<file path="src/rtl/fp_div_pkg.sv">
// Shared types and constants for the sequential single-precision divider.
// Latency: n/a (package only).
// Backpressure: n/a (package only).
package fp_div_pkg;

    localparam int EXP_W  = 8;
    localparam int MAN_W  = 23;
    localparam int SIG_W  = MAN_W + 1;      // significand with hidden one
    localparam int QB     = MAN_W + 3;      // quotient bits: 24 + guard + sticky slot
    localparam int CNT_W  = $clog2(QB);
    localparam int BIAS   = 127;

    localparam logic [31:0] QNAN    = 32'h7FC0_0000;
    localparam logic [31:0] POS_INF = 32'h7F80_0000;

    // Bit positions inside the 4-bit flags bus.
    localparam int FLAG_INV = 3;
    localparam int FLAG_DBZ = 2;
    localparam int FLAG_OVF = 1;
    localparam int FLAG_UNF = 0;

    typedef enum logic [1:0] {
        ST_IDLE = 2'd0,
        ST_DIV  = 2'd1,
        ST_NORM = 2'd2
    } state_t;

    typedef struct packed {
        logic             sign;
        logic [EXP_W-1:0] exp;
        logic [MAN_W-1:0] frac;
    } fp32_t;

endpackage

</file>
<file path="src/rtl/mant_restoring_div.sv">
// Restoring divider: floor(dividend * 2^(QB-1) / divisor) plus remainder, one quotient bit per cycle.
// Latency: QB cycles after i_start; o_last is high during the cycle that produces the final bit.
// Backpressure: none; i_start while busy restarts the division.
// Ports: clk, rst_n (async active-low), i_start, i_dividend, i_divisor,
//        o_busy, o_last, o_quot (QB bits, MSB first), o_rem (final remainder).
module mant_restoring_div
    import fp_div_pkg::*;
(
    input  logic             clk,
    input  logic             rst_n,
    input  logic             i_start,
    input  logic [SIG_W-1:0] i_dividend,
    input  logic [SIG_W-1:0] i_divisor,
    output logic             o_busy,
    output logic             o_last,
    output logic [QB-1:0]    o_quot,
    output logic [SIG_W-1:0] o_rem
);

    // Partial remainder is always < 2*divisor, so one extra bit suffices.
    logic [SIG_W:0]   r_rem;
    logic [SIG_W-1:0] r_div;
    logic [QB-1:0]    r_quot;
    logic [CNT_W-1:0] r_cnt;
    logic             r_busy;

    logic             w_ge;
    logic [SIG_W:0]   w_sub;

    assign w_ge   = (r_rem >= {1'b0, r_div});
    assign w_sub  = w_ge ? (r_rem - {1'b0, r_div}) : r_rem;
    assign o_last = r_busy && (r_cnt == CNT_W'(QB - 1));
    assign o_busy = r_busy;
    assign o_quot = r_quot;
    assign o_rem  = r_rem[SIG_W-1:0];

    always_ff @(posedge clk or negedge rst_n) begin
        if (!rst_n) begin
            r_rem  <= '0;
            r_div  <= '0;
            r_quot <= '0;
            r_cnt  <= '0;
            r_busy <= 1'b0;
        end else if (i_start) begin
            r_rem  <= {1'b0, i_dividend};
            r_div  <= i_divisor;
            r_quot <= '0;
            r_cnt  <= '0;
            r_busy <= 1'b1;
        end else if (r_busy) begin
            r_quot <= {r_quot[QB-2:0], w_ge};
            r_cnt  <= r_cnt + 1'b1;
            if (o_last) begin
                // Keep the final remainder unshifted; only its non-zeroness matters.
                r_rem  <= w_sub;
                r_busy <= 1'b0;
            end else begin
                // w_sub < divisor, so its top bit is always zero.
                r_rem  <= {w_sub[SIG_W-1:0], 1'b0};
            end
        end
    end

endmodule

</file>
<file path="src/rtl/fp_divider_seq.sv">
// Iterative IEEE-754 single-precision divider q = a / b with flush-to-zero inputs and no subnormal outputs.
// Latency: fixed 28 cycles per op (accept edge, 26 quotient edges, 1 normalise edge); one op in flight.
// Backpressure: in_ready low while busy, in_valid ignored then; no output backpressure (out_valid is a pulse).
// Ports: clk, rst_n (async active-low), in_valid/in_ready, a, b -> out_valid, q, flags {inv, dbz, ovf, unf}.
// Build option: FPDIV_ROUND_NEAREST_EN selects round-to-nearest-even; otherwise results are truncated.
module fp_divider_seq
    import fp_div_pkg::*;
(
    input  logic        clk,
    input  logic        rst_n,
    input  logic        in_valid,
    output logic        in_ready,
    input  logic [31:0] a,
    input  logic [31:0] b,
    output logic        out_valid,
    output logic [31:0] q,
    output logic [3:0]  flags
);

    state_t              r_state;
    logic                r_in_rdy;
    logic                r_out_vld;
    logic [31:0]         r_q;
    logic [3:0]          r_flags;
    logic                r_sign;
    logic signed [9:0]   r_exp;
    logic                r_special;
    logic [31:0]         r_spec_q;
    logic [3:0]          r_spec_flags;

    fp32_t               w_a, w_b;
    logic                w_a_zero, w_a_inf, w_a_nan, w_b_zero, w_b_inf, w_b_nan;
    logic                w_sign, w_accept;
    logic signed [9:0]   w_exp_diff;
    logic                w_spec;
    logic [31:0]         w_spec_q;
    logic [3:0]          w_spec_flags;

    logic                w_div_last, w_unused_div_busy;
    logic [QB-1:0]       w_quot;
    logic [SIG_W-1:0]    w_rem;

    assign w_a = fp32_t'(a);
    assign w_b = fp32_t'(b);

    // Exponent 0 covers both true zero and subnormals, which are flushed.
    assign w_a_zero = (w_a.exp == '0);
    assign w_b_zero = (w_b.exp == '0);
    assign w_a_inf  = (w_a.exp == '1) && (w_a.frac == '0);
    assign w_b_inf  = (w_b.exp == '1) && (w_b.frac == '0);
    assign w_a_nan  = (w_a.exp == '1) && (w_a.frac != '0);
    assign w_b_nan  = (w_b.exp == '1) && (w_b.frac != '0);
    assign w_sign   = w_a.sign ^ w_b.sign;
    assign w_accept = in_valid && r_in_rdy;

    assign w_exp_diff = $signed({2'b00, w_a.exp}) - $signed({2'b00, w_b.exp}) + $signed(10'(BIAS));

    // Special-case priority: invalid first, then inf dividend (so inf/0 is plain inf), then /0.
    always_comb begin
        w_spec       = 1'b0;
        w_spec_q     = '0;
        w_spec_flags = '0;
        if (w_a_nan || w_b_nan || (w_a_zero && w_b_zero) || (w_a_inf && w_b_inf)) begin
            w_spec                 = 1'b1;
            w_spec_q               = QNAN;
            w_spec_flags[FLAG_INV] = 1'b1;
        end else if (w_a_inf) begin
            w_spec   = 1'b1;
            w_spec_q = {w_sign, POS_INF[30:0]};
        end else if (w_b_zero) begin
            w_spec                 = 1'b1;
            w_spec_q               = {w_sign, POS_INF[30:0]};
            w_spec_flags[FLAG_DBZ] = 1'b1;
        end else if (w_a_zero || w_b_inf) begin
            w_spec   = 1'b1;
            w_spec_q = {w_sign, 31'd0};
        end
    end

    // The divider runs even for specials so latency never depends on the operands.
    mant_restoring_div u_mant_div (
        .clk        (clk),
        .rst_n      (rst_n),
        .i_start    (w_accept),
        .i_dividend ({1'b1, w_a.frac}),
        .i_divisor  ({1'b1, w_b.frac}),
        .o_busy     (w_unused_div_busy),
        .o_last     (w_div_last),
        .o_quot     (w_quot),
        .o_rem      (w_rem)
    );

    // Normalise: the quotient lies in (2^24, 2^26), so at most one bit of shift.
    logic                w_q_hi;
    logic [SIG_W-1:0]    w_mant;
    logic                w_g, w_s, w_inc, w_carry;
    logic [SIG_W:0]      w_mant_r;
    logic [MAN_W-1:0]    w_frac;
    logic signed [9:0]   w_exp_n, w_exp_r;
    logic [31:0]         w_res_q;
    logic [3:0]          w_res_flags;

    assign w_q_hi  = w_quot[QB-1];
    assign w_mant  = w_q_hi ? w_quot[QB-1:2] : w_quot[QB-2:1];
    assign w_g     = w_q_hi ? w_quot[1] : w_quot[0];
    assign w_s     = (w_q_hi && w_quot[0]) || (w_rem != '0);
    assign w_exp_n = r_exp - (w_q_hi ? 10'sd0 : 10'sd1);

`ifdef FPDIV_ROUND_NEAREST_EN
    assign w_inc = w_g && (w_s || w_mant[0]);
`else
    logic w_unused_gs;
    assign w_unused_gs = w_g ^ w_s;
    assign w_inc       = 1'b0;
`endif

    assign w_mant_r = {1'b0, w_mant} + (SIG_W + 1)'(w_inc);
    assign w_carry  = w_mant_r[SIG_W];
    // On carry-out the significand becomes exactly 1.0, so the fraction is zero.
    assign w_frac   = w_carry ? '0 : w_mant_r[MAN_W-1:0];
    assign w_exp_r  = w_exp_n + (w_carry ? 10'sd1 : 10'sd0);

    always_comb begin
        w_res_q     = {r_sign, w_exp_r[EXP_W-1:0], w_frac};
        w_res_flags = '0;
        if (r_special) begin
            w_res_q     = r_spec_q;
            w_res_flags = r_spec_flags;
        end else if (w_exp_r >= 10'sd255) begin
            w_res_q               = {r_sign, POS_INF[30:0]};
            w_res_flags[FLAG_OVF] = 1'b1;
        end else if (w_exp_r <= 10'sd0) begin
            w_res_q               = {r_sign, 31'd0};
            w_res_flags[FLAG_UNF] = 1'b1;
        end
    end

    always_ff @(posedge clk or negedge rst_n) begin
        if (!rst_n) begin
            r_state      <= ST_IDLE;
            r_in_rdy     <= 1'b1;
            r_out_vld    <= 1'b0;
            r_q          <= '0;
            r_flags      <= '0;
            r_sign       <= 1'b0;
            r_exp        <= '0;
            r_special    <= 1'b0;
            r_spec_q     <= '0;
            r_spec_flags <= '0;
        end else begin
            r_out_vld <= 1'b0;
            case (r_state)
                ST_IDLE: begin
                    if (in_valid) begin
                        r_sign       <= w_sign;
                        r_exp        <= w_exp_diff;
                        r_special    <= w_spec;
                        r_spec_q     <= w_spec_q;
                        r_spec_flags <= w_spec_flags;
                        r_in_rdy     <= 1'b0;
                        r_state      <= ST_DIV;
                    end
                end
                ST_DIV: begin
                    if (w_div_last) r_state <= ST_NORM;
                end
                ST_NORM: begin
                    r_q       <= w_res_q;
                    r_flags   <= w_res_flags;
                    r_out_vld <= 1'b1;
                    r_in_rdy  <= 1'b1;
                    r_state   <= ST_IDLE;
                end
                default: begin
                    r_in_rdy <= 1'b1;
                    r_state  <= ST_IDLE;
                end
            endcase
        end
    end

    assign in_ready  = r_in_rdy;
    assign out_valid = r_out_vld;
    assign q         = r_q;
    assign flags     = r_flags;

endmodule

</file>
<file path="config.mk">
export PLATFORM = sky130hd
export DESIGN_NAME = fp_divider_seq
export DESIGN_NICKNAME = d
export VERILOG_FILES = /design/src/rtl/fp_div_pkg.sv /design/src/rtl/mant_restoring_div.sv /design/src/rtl/fp_divider_seq.sv
export SDC_FILE = /design/constraint.sdc
export NUM_CORES = 1
export LEC_CHECK = 0
export BUFFER_PORTS_ARGS = -buffer_cell sky130_fd_sc_hd__clkbuf_2
export CAP_MARGIN = 20
export CORE_AREA = 4 4 123 125
export DETAILED_ROUTE_END_ITERATION = 8
export DIE_AREA = 0 0 127 129
export HOLD_SLACK_MARGIN = 0.03
export PLACE_DENSITY = 0.84
export REMOVE_ABC_BUFFERS = 1
export SYNTH_ARGS = -nofsm -noshare
export SYNTH_HDL_FRONTEND = slang
export SYNTH_SLANG_ARGS = --single-unit
</file>
<file path="constraint.sdc">
create_clock -name clk -period 6.05 [get_ports clk]
set_input_delay 1.21 -clock clk [delete_from_list [all_inputs] [get_ports clk]]
set_output_delay 1.21 -clock clk [all_outputs]
set_load 0.02 [all_outputs]
</file>
==> reports/qor.yml, run 1 <==
synthesis:
  ys_ff_latch: 137
  synth-async-reset-ratio_pct: 100
  synth_top_area_cell: "dfrtp_1"
  syn_area_sq_mm: 0.00882
  synthCells: 1023
  synth.top_cells.by_area: "dfrtp_1, nand2_1, mux2i_1"
  ys_seq_area_share_pct: 38.9
  synth_area_per_cell_sq_um: 8.62
  ys_types: 89
  synth_edf_count: 0
  ys_warn_count: 0
  ys.flop_type: "dfrtp_1"
  yosysTopAreaCellShare_pct: 38.6
cells_and_area:
  layout_commonest_cell: "nand2_1"
  syn_to_final_growth_pct: 13.3
  diodes: 0
  final_cell_mix: "nand2_1, dfrtp_1, nor2_1, clkbuf_2"
  layout-drive-gt1-share_pct: 17.8
  nets: 1207
floorplanning:
  ios: 105
  start_util_pct: 63.5
  dieArea_sq_mm: 0.0164
  dieHeight_um: 129
  die_x_um: 127
  core_sq_mm: 0.0139
  rows: 43
route:
  viasPerCell: 6.00
  drc: 0
  vias: 7759
  ant_nets: 0
  totalWireLength_um: 21900
  drt-initial-drc-count: 625
  wl_per_cell_um: 16.9
  dr.pass1.iters: 5
sta:
  slew_violations: 0
  setup_viol: 0
  worst_pin_slew_ns: 1.03
  min_period_ns: 3.56
  relSlewSlack_pct: 31.3
  rsz0062_at_grt: "false"
  finalHoldViolations: 0
  clock_skew_ns: 0.00692
  finalCritPeriodShare_pct: 58.8
  clock.fmax_mhz: 281
  tns_ns: 0
global_routing:
  grt_pass1_vias: 7466
  grt_usage_pct: 26.7
  grt_max_degree: 103
  antenna_found_initial: 0
  grt_remaining_overflow: 0
  grt_pass1_wl_um: 35500
critical_path:
  endpoint: "q[2]"
  cp.required_ns: 6.31
  rr_worst_depth: 11
  path_cells: "inv_1, ha_1, ha_1, nor3b_1, xor2_1, and3_1, nand4_1, a21oi_1, a21oi_2, o211ai_4, o21ai_0"
  critPathBufInv: 1
  cpLargestDelayFamily: "compound AO/OA/AOI/OAI gates"
  startpoint: "u_mant_div.o_quot[25]"
  worstReg2RegStart: "u_mant_div.o_quot[25]"
  crit_type: "flop to flop"
  cp-end-kind: "flop"
  cp.arrival_ns: 3.82
  cp_common_cell: "ha_1"
  cp_max_fo: 22
  crit_cells: 11
  r2r_end: "q[2]"
  worstSetupStartpointType: "flop"
  r2r_slack_ns: 2.49
  slowest_delay_ns: 0.77
  cp_slowest_cell: "o211ai_4"
clock_network:
  cts_buffers: 17
  cts_tree: "done"
  clock_sinks: 137
  htreeDepth: 4
  ctsHoldBuffers: 0
  root_buffer: "clkbuf_16"
  clk_pin_slew_worst_paths_ns: 0.06
  post_cts_buffers: 0
  insertion_delay_ns: 0.42
  cts_resized: 0
  clk_path_buf_depth: 2
worst_hold_path:
  hp-class: "flop to flop"
place:
  dpl.hpwl_um: 15000
  gp_congestion: 0.919
  io_buffers: 104
power:
  power_mw: 3.81
  leakagePower_nw: 4.80
  ir_drop_v: 0.000273
  cellPowerDensity_mw_per_mm2: 382
job:
  maxCapViolCount: 0
run_status:
  run_status: "finished, final reports clean"
report_power, final:
group          switching (mW)  internal (mW)  total (mW)
registers              0.0918           1.02        1.11
clock network           0.396          0.612        1.01
logic                    1.00          0.692        1.70
flip-flops by register name (all words and copies together) (netlist names), 2 cells and up:
name / flops
flags: 4
q: 32
r_exp: 10
r_spec_q: 3
r_state: 2
u_mant_div.o_quot: 26
u_mant_div.r_cnt: 5
u_mant_div.r_div: 24
u_mant_div.r_rem: 25
cells in the mapped netlist, types with 5 or more instances:
library cell / number
a211oi_1: 8
a21o_1: 6
a21oi_1: 66
a31oi_1: 9
and2_1: 5
and3_1: 11
buf_1: 6
buf_2: 5
clkbuf_1: 35
dfrtp_1: 136
ha_1: 37
inv_1: 49
mux2i_1: 52
nand2_1: 166
nand2b_1: 13
nand3_1: 29
nand4_1: 14
nor2_1: 103
nor3_1: 14
nor4_1: 18
o211ai_1: 10
o21a_1: 6
o21ai_0: 66
o21ai_2: 20
o31ai_1: 6
xnor2_1: 19
xor2_1: 17
layout make-up:
class	instances	area, sq um
Clock inverter	8	85.1
Tap cell	180	225
Fill cell	1060	3890
Timing Repair Buffer	112	607
Multi-Input combinational cell	783	4960
Clock buffer	24	492
Inverter	50	188
Sequential cell	137	3430
how the worst min path moves through the flow:
stage | startpoint | to | slack, ns | cells after the start
5_1_grt | u_mant_div.r_div[23] | u_mant_div.r_div[23] | 0.46 | 2
2_1_floorplan | u_mant_div.r_div[23] | u_mant_div.r_div[23] | 0.42 | 2
3_5_place_dp | u_mant_div.r_div[23] | u_mant_div.r_div[23] | 0.43 | 2
3_3_place_gp | u_mant_div.r_div[23] | u_mant_div.r_div[23] | 0.43 | 2
6_report | u_mant_div.r_div[23] | u_mant_div.r_div[23] | 0.45 | 2
4_1_cts | u_mant_div.r_div[23] | u_mant_div.r_div[23] | 0.45 | 2
worst min-delay path, delay by kind of cell (launching register included):
kind / cells / cell delay [ns]
buffers and inverters: 1 / 0.05
AND/OR/NAND/NOR: 1 / 0.05
flip-flops: 1 / 0.32
metal layers:
layer  vias to the layer above  part of all wire (%)  global-route usage [%]
li1                       3765                     -                       -
met1                      3705                    43                    34.1
met2                       246                    49                    45.2
met3                        43                   5.3                    4.94
met4                         0                   2.8                    10.4
met5                         -                     0                       0
through the flow:
stage               setup WS [ns]  cells  util, %  hold WS, ns  area (sq um)
floorplan                    2.29    970        -        0.418          8570
global placement             2.35   1261     67.6        0.429          9380
detailed placement           2.10   1261     67.6        0.434          9380
CTS                          2.08   1293     71.7        0.447          9960
global route                 2.30   1294     71.9        0.458          9990
finish                       2.49   1294     71.9        0.450          9990
cells by family (layout without fill, tap and decap cells):
logic type	after synthesis	count (layout)	synth area share, %
simple gates	400	400	20.8
compound gates	249	249	18.8
flops	137	137	38.9
buf+inv	103	194	4.87
mux	57	57	6.80
fa+ha+maj	39	39	5.71
xor+xnor	38	38	4.07
No activity file was read; power rests on OpenSTA's default activity.
==> run 2: changes to the inputs <==
--- a/config.mk
+++ b/config.mk
@@ -5,13 +5,14 @@
 export SDC_FILE = /design/constraint.sdc
 export NUM_CORES = 1
 export LEC_CHECK = 0
+export ABC_AREA = 1
 export BUFFER_PORTS_ARGS = -buffer_cell sky130_fd_sc_hd__clkbuf_2
 export CAP_MARGIN = 20
-export CORE_AREA = 4 4 123 125
+export CORE_AREA = 4 4 131 133
 export DETAILED_ROUTE_END_ITERATION = 8
-export DIE_AREA = 0 0 127 129
+export DIE_AREA = 0 0 135 137
 export HOLD_SLACK_MARGIN = 0.03
-export PLACE_DENSITY = 0.84
+export PLACE_DENSITY = 0.79
 export REMOVE_ABC_BUFFERS = 1
 export SYNTH_ARGS = -nofsm -noshare
 export SYNTH_HDL_FRONTEND = slang
==> constraint.sdc (replaced) <==
create_clock -name clk -period 3.6 [get_ports clk]
set_input_delay 0.72 -clock clk [delete_from_list [all_inputs] [get_ports clk]]
set_output_delay 0.72 -clock clk [all_outputs]
set_load 0.02 [all_outputs]
==> run 2 against run 1 <==
  * Combinational power rose by 70%
  * Via count rose by 19%
  * Routed wire length rose by 13%
  * Clock power rose by 90%
  * Clock-buffer cell count fell by 7
  * Worst hold slack got worse by 0.18 ns
  * Critical endpoint is now u_mant_div.r_rem[15]
  * Largest cell class unchanged
  * Highest routed layer unchanged
==> reports/qor.yml, run 2 <==
run_status:
  run_status: "finished, final reports clean"
sta:
  rsz0062_at_grt: "false"
  finalHoldViolations: 0  # unchanged
  clock.fmax_mhz: 354  # +26%
  setup_viol: 0  # unchanged
  relSlewSlack_pct: 43.7  # +12 points
  min_period_ns: 2.83  # -0.729 ns
  clock_skew_ns: 0.0103  # +0.00338 ns
  slew_violations: 0  # unchanged
  worst_slack_ns: 0.772  # -1.72 ns
  fin_hold_ws_ns: 0.273  # -0.177 ns
  finalCritPeriodShare_pct: 78.6  # +20 points
  worst_pin_slew_ns: 0.844  # -0.185 ns
floorplanning:
  start_util_pct: 59.3  # -4.2 points
  dieArea_sq_mm: 0.0185  # +13%
  ios: 105  # unchanged
  die_x_um: 135  # +6.3%
  rows: 46  # +7.0%
  dieHeight_um: 137  # +6.2%
  core_sq_mm: 0.0158  # +14%
route:
  drc: 0  # unchanged
  wl_per_cell_um: 14.4  # -15%
  viasPerCell: 5.37  # -11%
  vias: 9208  # +19%
  dr.pass1.iters: 6  # +1
  totalWireLength_um: 24700  # +13%
  drt-initial-drc-count: 749  # +20%
  ant_nets: 0  # unchanged
global_routing:
  grt_max_degree: 72  # -30%
  grt_usage_pct: 27.9  # +1.2 points
  grt_pass1_wl_um: 41800  # +18%
  grt_remaining_overflow: 0  # unchanged
  grt_pass1_vias: 8884  # +19%
  antenna_found_initial: 0  # unchanged
synthesis:
  yosys.cell_count.top_type: "nand2_1"
  synth.top_cells.by_area: "dfrtp_1, nand2_1, inv_1"
  ys_seq_area_share_pct: 36.5  # -2.4 points
  synth-async-reset-ratio_pct: 100  # unchanged
  syn_area_sq_mm: 0.00939  # +6.5%
  ys_types: 40  # -55%
  yosysTopAreaCellShare_pct: 36.2  # -2.4 points
  ys_ff_latch: 137  # unchanged
  ys.flop_type: "dfrtp_1"
  synth_top_area_cell: "dfrtp_1"
  synthCells: 1397  # +37%
  ys_top_cells_by_count: "nand2_1, inv_1, dfrtp_1, nand3_1, nor2_1"
  synth_edf_count: 0  # unchanged
  ys_warn_count: 0  # unchanged
  synth_area_per_cell_sq_um: 6.72  # -22%
cells_and_area:
  diodes: 0  # unchanged
  largest_reg_flops: 32  # unchanged
  layout_commonest_cell: "nand2_1"
  nets: 1594  # +32%
  layout-drive-gt1-share_pct: 11.8  # -6.0 points
  final_cell_mix: "nand2_1, inv_1, dfrtp_1"
  syn_to_final_growth_pct: 14.2
power:
  pwr-share-comb_pct: 43.5  # -1.0 points
  power_mw: 6.64  # +74%
  cellPowerDensity_mw_per_mm2: 619  # +62%
  leakagePower_nw: 6.07  # +27%
  p_switching_mw: 2.79  # +87%
  pwr-share-clk_pct: 29.0  # +2.6 points
  pwr-share-seq_pct: 27.5  # -1.6 points
  sw_frac_of_total_pct: 42.1  # +3.0 points
  intPower_mw: 3.84  # +66%
  ir_drop_v: 0.000451  # +65%
clock_network:
  clock_sinks: 137  # unchanged
  clk_pin_slew_worst_paths_ns: 0.07  # about the same
  htreeDepth: 4  # unchanged
  root_buffer: "clkbuf_16"
  post_cts_buffers: 0  # unchanged
  cts_buffers: 17  # unchanged
  clk_path_buf_depth: 2  # unchanged
  cts_resized: 0  # unchanged
  cts_tree: "done"
  ctsHoldBuffers: 0  # unchanged
  insertion_delay_ns: 0.42  # about the same
critical_path:
  cp.required_ns: 3.95  # -2.36 ns
  r2r_slack_ns: 0.77  # -1.72 ns
  cp_max_fo: 27  # +23%
  cp-end-kind: "flop"
  cp.arrival_ns: 3.18  # -0.64 ns
  crit_type: "flop to flop"
  worstSetupStartpointType: "flop"
worst_hold_path:
  hp-class: "input pin to asynchronous set/reset pin"
place:
  io_buffers: 104  # unchanged
  gp_congestion: 1.05  # +14%
  pre_cts_ws_ns: 0.868  # -1.23 ns
  dpl.hpwl_um: 17800  # +19%
job:
  maxCapViolCount: 0  # unchanged
[run 2: cell types whose count changed in the layout (fill, tap and decap cells not counted), moves of 39 or more]
cell     change
nand4_1     +46
nand2_1    +280
nand3_1     +59
a21oi_1     -39
inv_1      +214
mux2i_1     -52
[run 2: final timing paths]
check / start / to / depth (start not counted)
max in group asynchronous: rst_n / u_mant_div.o_busy / 2
hold reg to reg: u_mant_div.r_div[23] / u_mant_div.r_div[23] / 2
setup / recovery: u_mant_div.r_rem[17] / u_mant_div.r_rem[15] / 10
hold / removal: rst_n / u_mant_div.r_div[17] / 1
setup reg to reg: u_mant_div.r_rem[17] / u_mant_div.r_rem[15] / 10
min in group clk: u_mant_div.r_div[23] / u_mant_div.r_div[23] / 2
[run 2: per-stage QoR]
stage          TNS [ns]  cell area, sq um  std cells  util [%]
3_3_place_gp          0             10100       1685      63.8
5_1_grt               0             10700       1716      67.8
4_1_cts               0             10700       1716      67.8
2_1_floorplan    -0.943              9200       1353         -
3_5_place_dp          0             10100       1685      63.8
6_report              0             10700       1716      67.8
[run 2: final cells by class]
type	count	area [sq um]
Clock buffer	17	425
Clock inverter	14	209
Fill cell	1415	5100
Inverter	266	998
Multi-Input combinational cell	950	4780
Sequential cell	137	3430
Tap cell	216	270
Timing Repair Buffer	116	617
[run 2: cell families (layout without fill, tap and decap cells)]
family | after synthesis | count (layout) | share of synthesized area, %
XOR/XNOR | 30 | 30 | 2.80
AO/OA/AOI/OAI | 147 | 147 | 8.65
flip-flops | 137 | 137 | 36.5
buffers and inverters | 310 | 413 | 12.6
adder cells (fa/ha/maj) | 39 | 39 | 5.36
AND/OR/NAND/NOR | 734 | 734 | 34.0
[run 2: routing by layer]
layer  vias up  wire, um  GRT usage (%)
li1       4579         -              -
met5         -         0              0
met2       335     11500           45.9
met3        51      1730           5.04
met1      4243     11100           37.4
met4         0       483           9.29
[run 2: power groups by stage]
stage | combinational (mW) | clock, mW | sequential [mW]
2_1_floorplan | 2.15 | 0 | 1.81
3_3_place_gp | 2.78 | 0 | 1.85
3_5_place_dp | 2.81 | 0 | 1.85
4_1_cts | 2.85 | 1.94 | 1.82
5_1_grt | 3.31 | 2.01 | 1.85
6_report | 2.89 | 1.92 | 1.83
[run 2: worst max-delay path, stage by stage (launching register included)]
cell,delay (ns)
dfrtp_1,0.41
ha_1,0.39
nand2_1,0.13
nor2_1,0.25
and2_2,0.28
nand3_4,0.33
nand3_4,0.43
nand2_1,0.14
a21oi_1,0.22
nor2_1,0.08
nor2_1,0.10
